--- src/rtl/uart_rx_deserializer.sv ---
// UART receive front end: 16x oversampled 8N1/8E1/8O1 deserializer that pushes
// {break, framing, parity, data[7:0]} words into the receive FIFO.
module uart_rx_deserializer #(
   parameter int unsigned OVERSAMPLE = 16
) (
   input  logic        clk,
   input  logic        reset,
   input  logic        baud_tick,
   input  logic        rx,
   input  logic        parity_en,
   input  logic        parity_odd,
   input  logic        fifo_full,
   input  logic        overrun_clr,
   output logic        rx_wr_en,
   output logic [10:0] rx_data,
   output logic        overrun,
   output logic        busy
);

   localparam int unsigned TW = $clog2(OVERSAMPLE);
   localparam logic [TW-1:0] TAP_A     = TW'(OVERSAMPLE / 2 - 1);
   localparam logic [TW-1:0] TAP_B     = TW'(OVERSAMPLE / 2);
   localparam logic [TW-1:0] TAP_C     = TW'(OVERSAMPLE / 2 + 1);
   localparam logic [TW-1:0] TICK_LAST = TW'(OVERSAMPLE - 1);

   typedef enum logic [2:0] {
      ST_IDLE   = 3'd0,
      ST_START  = 3'd1,
      ST_DATA   = 3'd2,
      ST_PARITY = 3'd3,
      ST_STOP   = 3'd4
   } state_e;

   function automatic logic maj3(input logic a, input logic b, input logic c);
      return (a & b) | (a & c) | (b & c);
   endfunction

   function automatic logic xor8(input logic [7:0] d);
      return ^d;
   endfunction

   logic          rx_meta_q, rx_sync_q;
   state_e        state_q, state_d;
   logic [TW-1:0] tick_cnt_q, tick_cnt_d;
   logic [2:0]    bit_cnt_q, bit_cnt_d;
   logic [7:0]    shreg_q, shreg_d;
   logic          s7_q, s7_d, s8_q, s8_d;
   logic          armed_q, armed_d;
   logic          par_en_q, par_en_d, par_odd_q, par_odd_d;
   logic          par_bit_q, par_bit_d, par_err_q, par_err_d;
   logic          wr_en_q, wr_en_d;
   logic [10:0]   data_q, data_d;
   logic          overrun_q, overrun_d;
   logic          busy_q, busy_d;

   logic [TW-1:0] tick_idx_s;
   logic          maj_s, fe_s, pe_s, brk_s, overrun_set_s;

   // Two-flop synchronizer for the asynchronous serial line, idle-high reset.
   always_ff @(posedge clk or negedge reset) begin
      if (!reset) begin
         rx_meta_q <= 1'b1;
         rx_sync_q <= 1'b1;
      end else begin
         rx_meta_q <= rx;
         rx_sync_q <= rx_meta_q;
      end
   end

   assign tick_idx_s = tick_cnt_q + TW'(1);
   assign maj_s      = maj3(s7_q, s8_q, rx_sync_q);
   assign fe_s       = ~maj_s;
   assign pe_s       = par_en_q & par_err_q;
   assign brk_s      = fe_s & (shreg_q == 8'h00) & (~par_en_q | ~par_bit_q);

   // Next-state and output decode; everything but the strobe holds between ticks.
   always_comb begin
      state_d       = state_q;
      tick_cnt_d    = tick_cnt_q;
      bit_cnt_d     = bit_cnt_q;
      shreg_d       = shreg_q;
      s7_d          = s7_q;
      s8_d          = s8_q;
      armed_d       = armed_q;
      par_en_d      = par_en_q;
      par_odd_d     = par_odd_q;
      par_bit_d     = par_bit_q;
      par_err_d     = par_err_q;
      wr_en_d       = 1'b0;
      data_d        = data_q;
      overrun_set_s = 1'b0;

      if (baud_tick) begin
         if (state_q != ST_IDLE) begin
            tick_cnt_d = tick_idx_s;
         end else begin
            tick_cnt_d = tick_cnt_q;
         end
         if (tick_idx_s == TAP_A) begin
            s7_d = rx_sync_q;
         end else if (tick_idx_s == TAP_B) begin
            s8_d = rx_sync_q;
         end else begin
            s7_d = s7_q;
         end

         case (state_q)
            ST_IDLE: begin
               if (armed_q && !rx_sync_q) begin
                  state_d    = ST_START;
                  tick_cnt_d = {TW{1'b0}};
               end else if (!armed_q && rx_sync_q) begin
                  armed_d = 1'b1;
               end else begin
                  armed_d = armed_q;
               end
            end
            ST_START: begin
               if (tick_idx_s == TAP_C && maj_s) begin
                  state_d = ST_IDLE;
               end else if (tick_idx_s == TICK_LAST) begin
                  state_d   = ST_DATA;
                  bit_cnt_d = 3'd0;
                  par_en_d  = parity_en;
                  par_odd_d = parity_odd;
                  par_bit_d = 1'b0;
                  par_err_d = 1'b0;
               end else begin
                  state_d = ST_START;
               end
            end
            ST_DATA: begin
               if (tick_idx_s == TAP_C) begin
                  shreg_d = {maj_s, shreg_q[7:1]};
               end else if (tick_idx_s == TICK_LAST) begin
                  bit_cnt_d = bit_cnt_q + 3'd1;
                  if (bit_cnt_q == 3'd7) begin
                     state_d = par_en_q ? ST_PARITY : ST_STOP;
                  end else begin
                     state_d = ST_DATA;
                  end
               end else begin
                  state_d = ST_DATA;
               end
            end
            ST_PARITY: begin
               if (tick_idx_s == TAP_C) begin
                  par_bit_d = maj_s;
                  par_err_d = (xor8(shreg_q) ^ maj_s) != par_odd_q;
               end else if (tick_idx_s == TICK_LAST) begin
                  state_d = ST_STOP;
               end else begin
                  state_d = ST_PARITY;
               end
            end
            ST_STOP: begin
               // The word is committed mid stop bit so a back-to-back start is not missed.
               if (tick_idx_s == TAP_C) begin
                  state_d = ST_IDLE;
                  armed_d = maj_s;
                  if (!fifo_full) begin
                     wr_en_d = 1'b1;
                     data_d  = {brk_s, fe_s, pe_s, shreg_q};
                  end else begin
                     overrun_set_s = 1'b1;
                  end
               end else begin
                  state_d = ST_STOP;
               end
            end
            default: begin
               state_d = ST_IDLE;
            end
         endcase
      end else begin
         state_d = state_q;
      end

      if (overrun_set_s) begin
         overrun_d = 1'b1;
      end else if (overrun_clr) begin
         overrun_d = 1'b0;
      end else begin
         overrun_d = overrun_q;
      end
      busy_d = (state_d != ST_IDLE);
   end

   // State and registered-output update.
   always_ff @(posedge clk or negedge reset) begin
      if (!reset) begin
         state_q    <= ST_IDLE;
         tick_cnt_q <= {TW{1'b0}};
         bit_cnt_q  <= 3'd0;
         shreg_q    <= 8'h00;
         s7_q       <= 1'b1;
         s8_q       <= 1'b1;
         armed_q    <= 1'b1;
         par_en_q   <= 1'b0;
         par_odd_q  <= 1'b0;
         par_bit_q  <= 1'b0;
         par_err_q  <= 1'b0;
         wr_en_q    <= 1'b0;
         data_q     <= 11'h000;
         overrun_q  <= 1'b0;
         busy_q     <= 1'b0;
      end else begin
         state_q    <= state_d;
         tick_cnt_q <= tick_cnt_d;
         bit_cnt_q  <= bit_cnt_d;
         shreg_q    <= shreg_d;
         s7_q       <= s7_d;
         s8_q       <= s8_d;
         armed_q    <= armed_d;
         par_en_q   <= par_en_d;
         par_odd_q  <= par_odd_d;
         par_bit_q  <= par_bit_d;
         par_err_q  <= par_err_d;
         wr_en_q    <= wr_en_d;
         data_q     <= data_d;
         overrun_q  <= overrun_d;
         busy_q     <= busy_d;
      end
   end

   assign rx_wr_en = wr_en_q;
   assign rx_data  = data_q;
   assign overrun  = overrun_q;
   assign busy     = busy_q;

endmodule

--- config.mk ---
export PLATFORM = sky130hd
export DESIGN_NAME = uart_rx_deserializer
export DESIGN_NICKNAME = d
export VERILOG_FILES = /design/src/rtl/uart_rx_deserializer.sv
export SDC_FILE = /design/constraint.sdc
export NUM_CORES = 1
export LEC_CHECK = 0
export ABC_AREA = 1
export CORE_UTILIZATION = 50
export CTS_CLUSTER_DIAMETER = 30
export DETAILED_ROUTE_END_ITERATION = 16
export PLACE_DENSITY = 0.76
export SLEW_MARGIN = 20
export SYNTH_ARGS = -nofsm -noshare
export SYNTH_HDL_FRONTEND = slang
export SYNTH_SLANG_ARGS = --single-unit
export TNS_END_PERCENT = 10
--- constraint.sdc ---
create_clock -name clk -period 3.95 [get_ports clk]
set_input_delay 0.395 -clock clk [delete_from_list [all_inputs] [get_ports clk]]
set_output_delay 0.395 -clock clk [all_outputs]
set_load 0.05 [all_outputs]
==> impl_metrics.py <==
metrics = {
    "yosys": {
        "synth_area_leaders": "dfrtp_1 (43%), nand2_1 (10%), dfstp_2 (6.3%), inv_1 (6.1%), ha_1 (6.0%)",
        "synth_common_cells": "nand2_1 (58), dfrtp_1 (36), inv_1 (34)",
        "synth.distinct_cells": 31,
        "netlist_instances": 238,
        "ys_seq_area_frac": 0.494,
        "yosys.area.top_type": "dfrtp_1",
        "yosysWarningCount": 0,
        "ys_ff_latch": 41,
        "synthArstFlopShare": 1.00,
        "synth.top_cell.area_share": 0.431,
        "netlist_area_sq_mm": 0.00209,
        "synth_nets": 256,
        "synth_edf_count": 0,
        "synthFlopType": "dfrtp_1",
        "avgSynthCellArea_sq_um": 8.77,
        "synth_most_common_cell": "nand2_1",
    },
    "critical_path": {
        "cpMaxStageDelayCell": "dfrtp_1",
        "crit_chain": "ha_1 > inv_1 > nand2_1 > nand2_1 > inv_2 > nor2_4 > nand2_2 > inv_2 > nand3_4 > nor2_8 > inv_4 > nand2_1 > o21ai_2",
        "critPathArrivalTime_ns": 2.10,
        "regToRegSetupSlack_ns": 2.03,
        "timing.rr.end": "rx_data[6]$_DFFE_PN0P_",
        "cpMostUsedCell": "nand2_1",
        "crit_path_max_incr_delay_ns": 0.47,
        "end_kind": "register",
        "timing.rr.start": "tick_cnt_q[1]$_DFFE_PN0P_",
        "crit_fanout": 19,
        "crit_required_ns": 4.13,
        "crit_path_start_kind": "register",
        "worstSetupPathType": "reg -> reg",
        "rr_worst_depth": 13,
    },
    "sta": {
        "period_share": 0.486,
        "post-route-min-period_ns": 1.92,
        "tightest_slew_ns": 0.873,
        "skew_ns": 0.00600,
        "hold_viol_final": 0,
        "setup_ws_ns": 2.03,
        "slew_viol_final": 0,
        "whs_ns": 0.222,
        "rsz0062_at_grt": "false",
        "setup_viol": 0,
        "fmax_mhz": 521,
        "relSlewSlack": 0.418,
        "tns_ns": 0,
    },
    "die": {
        "start_util": 0.522,
        "die_h_um": 66.6,
        "io_pins": 22,
        "chipWidth_um": 66.6,
        "rows": 23,
        "core_sq_mm": 0.00400,
        "die_area_sq_mm": 0.00444,
    },
    "global_routing": {
        "grt_pass1_vias": 1403,
        "overflow": 0,
        "antenna_found_initial": 0,
        "grt_pass1_wl_mm": 6.27,
        "grt_usage": 0.191,
        "grt_max_degree": 42,
    },
    "power_and_ir_drop": {
        "internal-power_uw": 816,
        "powerDensity_mw_per_mm2": 513,
        "pwr-share-comb": 0.301,
        "p_sw_frac": 0.351,
        "power.switching_uw": 442,
        "irDropWorstVdd_mv": 0.360,
        "p_leak_uw": 0.00118,
        "p_clk_frac": 0.272,
        "power_frac_seq": 0.427,
    },
    "placed_design": {
        "dp_slack_ns": 1.95,
        "globalplace.congestion": 0.834,
        "io_buffers": 21,
        "hpwl_mm": 2.66,
    },
    "routing": {
        "drt_iter0_drc": 108,
        "wirelength_mm": 3.56,
        "ant_nets": 0,
        "num_vias": 1563,
        "wl_per_cell_um": 11.3,
        "vias_per_cell": 4.98,
        "drtPass1Iterations": 4,
        "drc": 0,
    },
    "finish": {
        "drive_gt1_frac": 0.129,
        "synthToLayoutAreaGrowth_pct": 17.5,
        "utilization": 0.613,
        "nNetsFinal": 281,
        "antennaDiodeCount": 0,
    },
    "flow_run": {
        "drv_cap": 0,
    },
    "clocking": {
        "root_buffer": "clkbuf_8",
        "cts_tree": "built",
        "cts_buffers": 5,
        "clk_pin_slew_ns": 0.08,
        "postCtsSetupBuffers": 0,
        "cts_resized": 0,
        "cts_buffer_depth": 2,
        "h-tree-depth": 2,
        "hold_buffers": 0,
        "clock_sinks": 41,
        "clk_latency_ns": 0.29,
    },
    "min_path": {
        "hold_class": "in -> async",
    },
    "run_status": {
        "outcome": "complete, no violations",
    },
}
[per-stage QoR]
step | std cells | power, uW | cell area, sq um
6_report | 314 | 1260 | 2450
4_1_cts | 314 | 1270 | 2450
3_3_place_gp | 306 | 910 | 2340
2_1_floorplan | 238 | 821 | 2090
5_1_grt | 314 | 1340 | 2450
3_5_place_dp | 306 | 920 | 2340
[cell usage in the layout, fill, tap and decap left out, types with 2 or more instances in the layout]
cell,n
dfrtp_1,36
dfstp_2,5
inv_2,3
xnor2_1,3
o21ai_2,8
ha_1,10
clkbuf_8,6
nand2_2,2
clkdlybuf4s50_1,20
a21oi_1,6
nand2_1,58
o22ai_1,2
nand4_1,6
xor2_1,2
o21ai_1,2
o21ai_0,17
inv_1,34
a22oi_1,2
nand3_1,14
nor2_1,14
[power groups by stage]
| stage | sequential (uW) | clock [uW] | combinational, uW |
|---|---|---|---|
| after global placement | 541 | 0 | 370 |
| after CTS | 536 | 351 | 379 |
| final | 538 | 342 | 378 |
| after detailed placement | 543 | 0 | 377 |
| after floorplan | 554 | 0 | 267 |
| after global routing | 545 | 368 | 430 |
[critical path: cells and delay by family (launching register included)]
family,cells,cell delay [ns]
adder cells (fa/ha/maj),1,0.23
buffers and inverters,4,0.32
AND/OR/NAND/NOR,7,0.73
AO/OA/AOI/OAI,1,0.05
flip-flops,1,0.47
[logic make-up after synthesis]
| logic type | synth area share |
|---|---|
| compound gates | 0.114 |
| xor+xnor | 0.0210 |
| fa+ha+maj | 0.0599 |
| buf+inv | 0.0785 |
| flops | 0.494 |
| mux | 0.00539 |
| simple gates | 0.227 |
[sequential cells by signal, summed over array words and instances (netlist names), 3 cells and up]
signal,cells
rx_data,11
tick_cnt_q,4
bit_cnt_q,3
shreg_q,8
state_q,3
[metal layers]
metal	wire (um)	up-vias	track usage	part of all wire
met1	1730	719	0.258	0.49
met2	1630	28	0.289	0.46
met5	0	-	0	0
li1	-	811	-	-
met3	132	5	0.0514	0.037
met4	61	0	0.0718	0.017
[final cells by class]
class | instances | area (sq um)
Fill cell | 345 | 1550
Sequential cell | 41 | 1030
Multi-Input combinational cell | 156 | 892
Timing Repair Buffer | 21 | 205
Inverter | 38 | 145
Clock buffer | 7 | 86.3
Tap cell | 50 | 62.6
Clock inverter | 1 | 30.0
[worst max-delay path by stage]
stage / startpoint / to / slack, ns / cells after the start
after detailed placement: baud_tick / tick_cnt_q[0]$_DFFE_PN0P_ / 1.95 / 4
after global routing: tick_cnt_q[1]$_DFFE_PN0P_ / rx_data[7]$_DFFE_PN0P_ / 1.85 / 13
after global placement: baud_tick / busy$_DFF_PN0_ / 2.00 / 7
after CTS: tick_cnt_q[1]$_DFFE_PN0P_ / rx_data[7]$_DFFE_PN0P_ / 2.03 / 13
after floorplan: tick_cnt_q[0]$_DFFE_PN0P_ / rx_data[8]$_DFFE_PN0P_ / 2.19 / 14
final: tick_cnt_q[1]$_DFFE_PN0P_ / rx_data[6]$_DFFE_PN0P_ / 2.03 / 13
No activity file was read; power rests on OpenSTA's default activity.
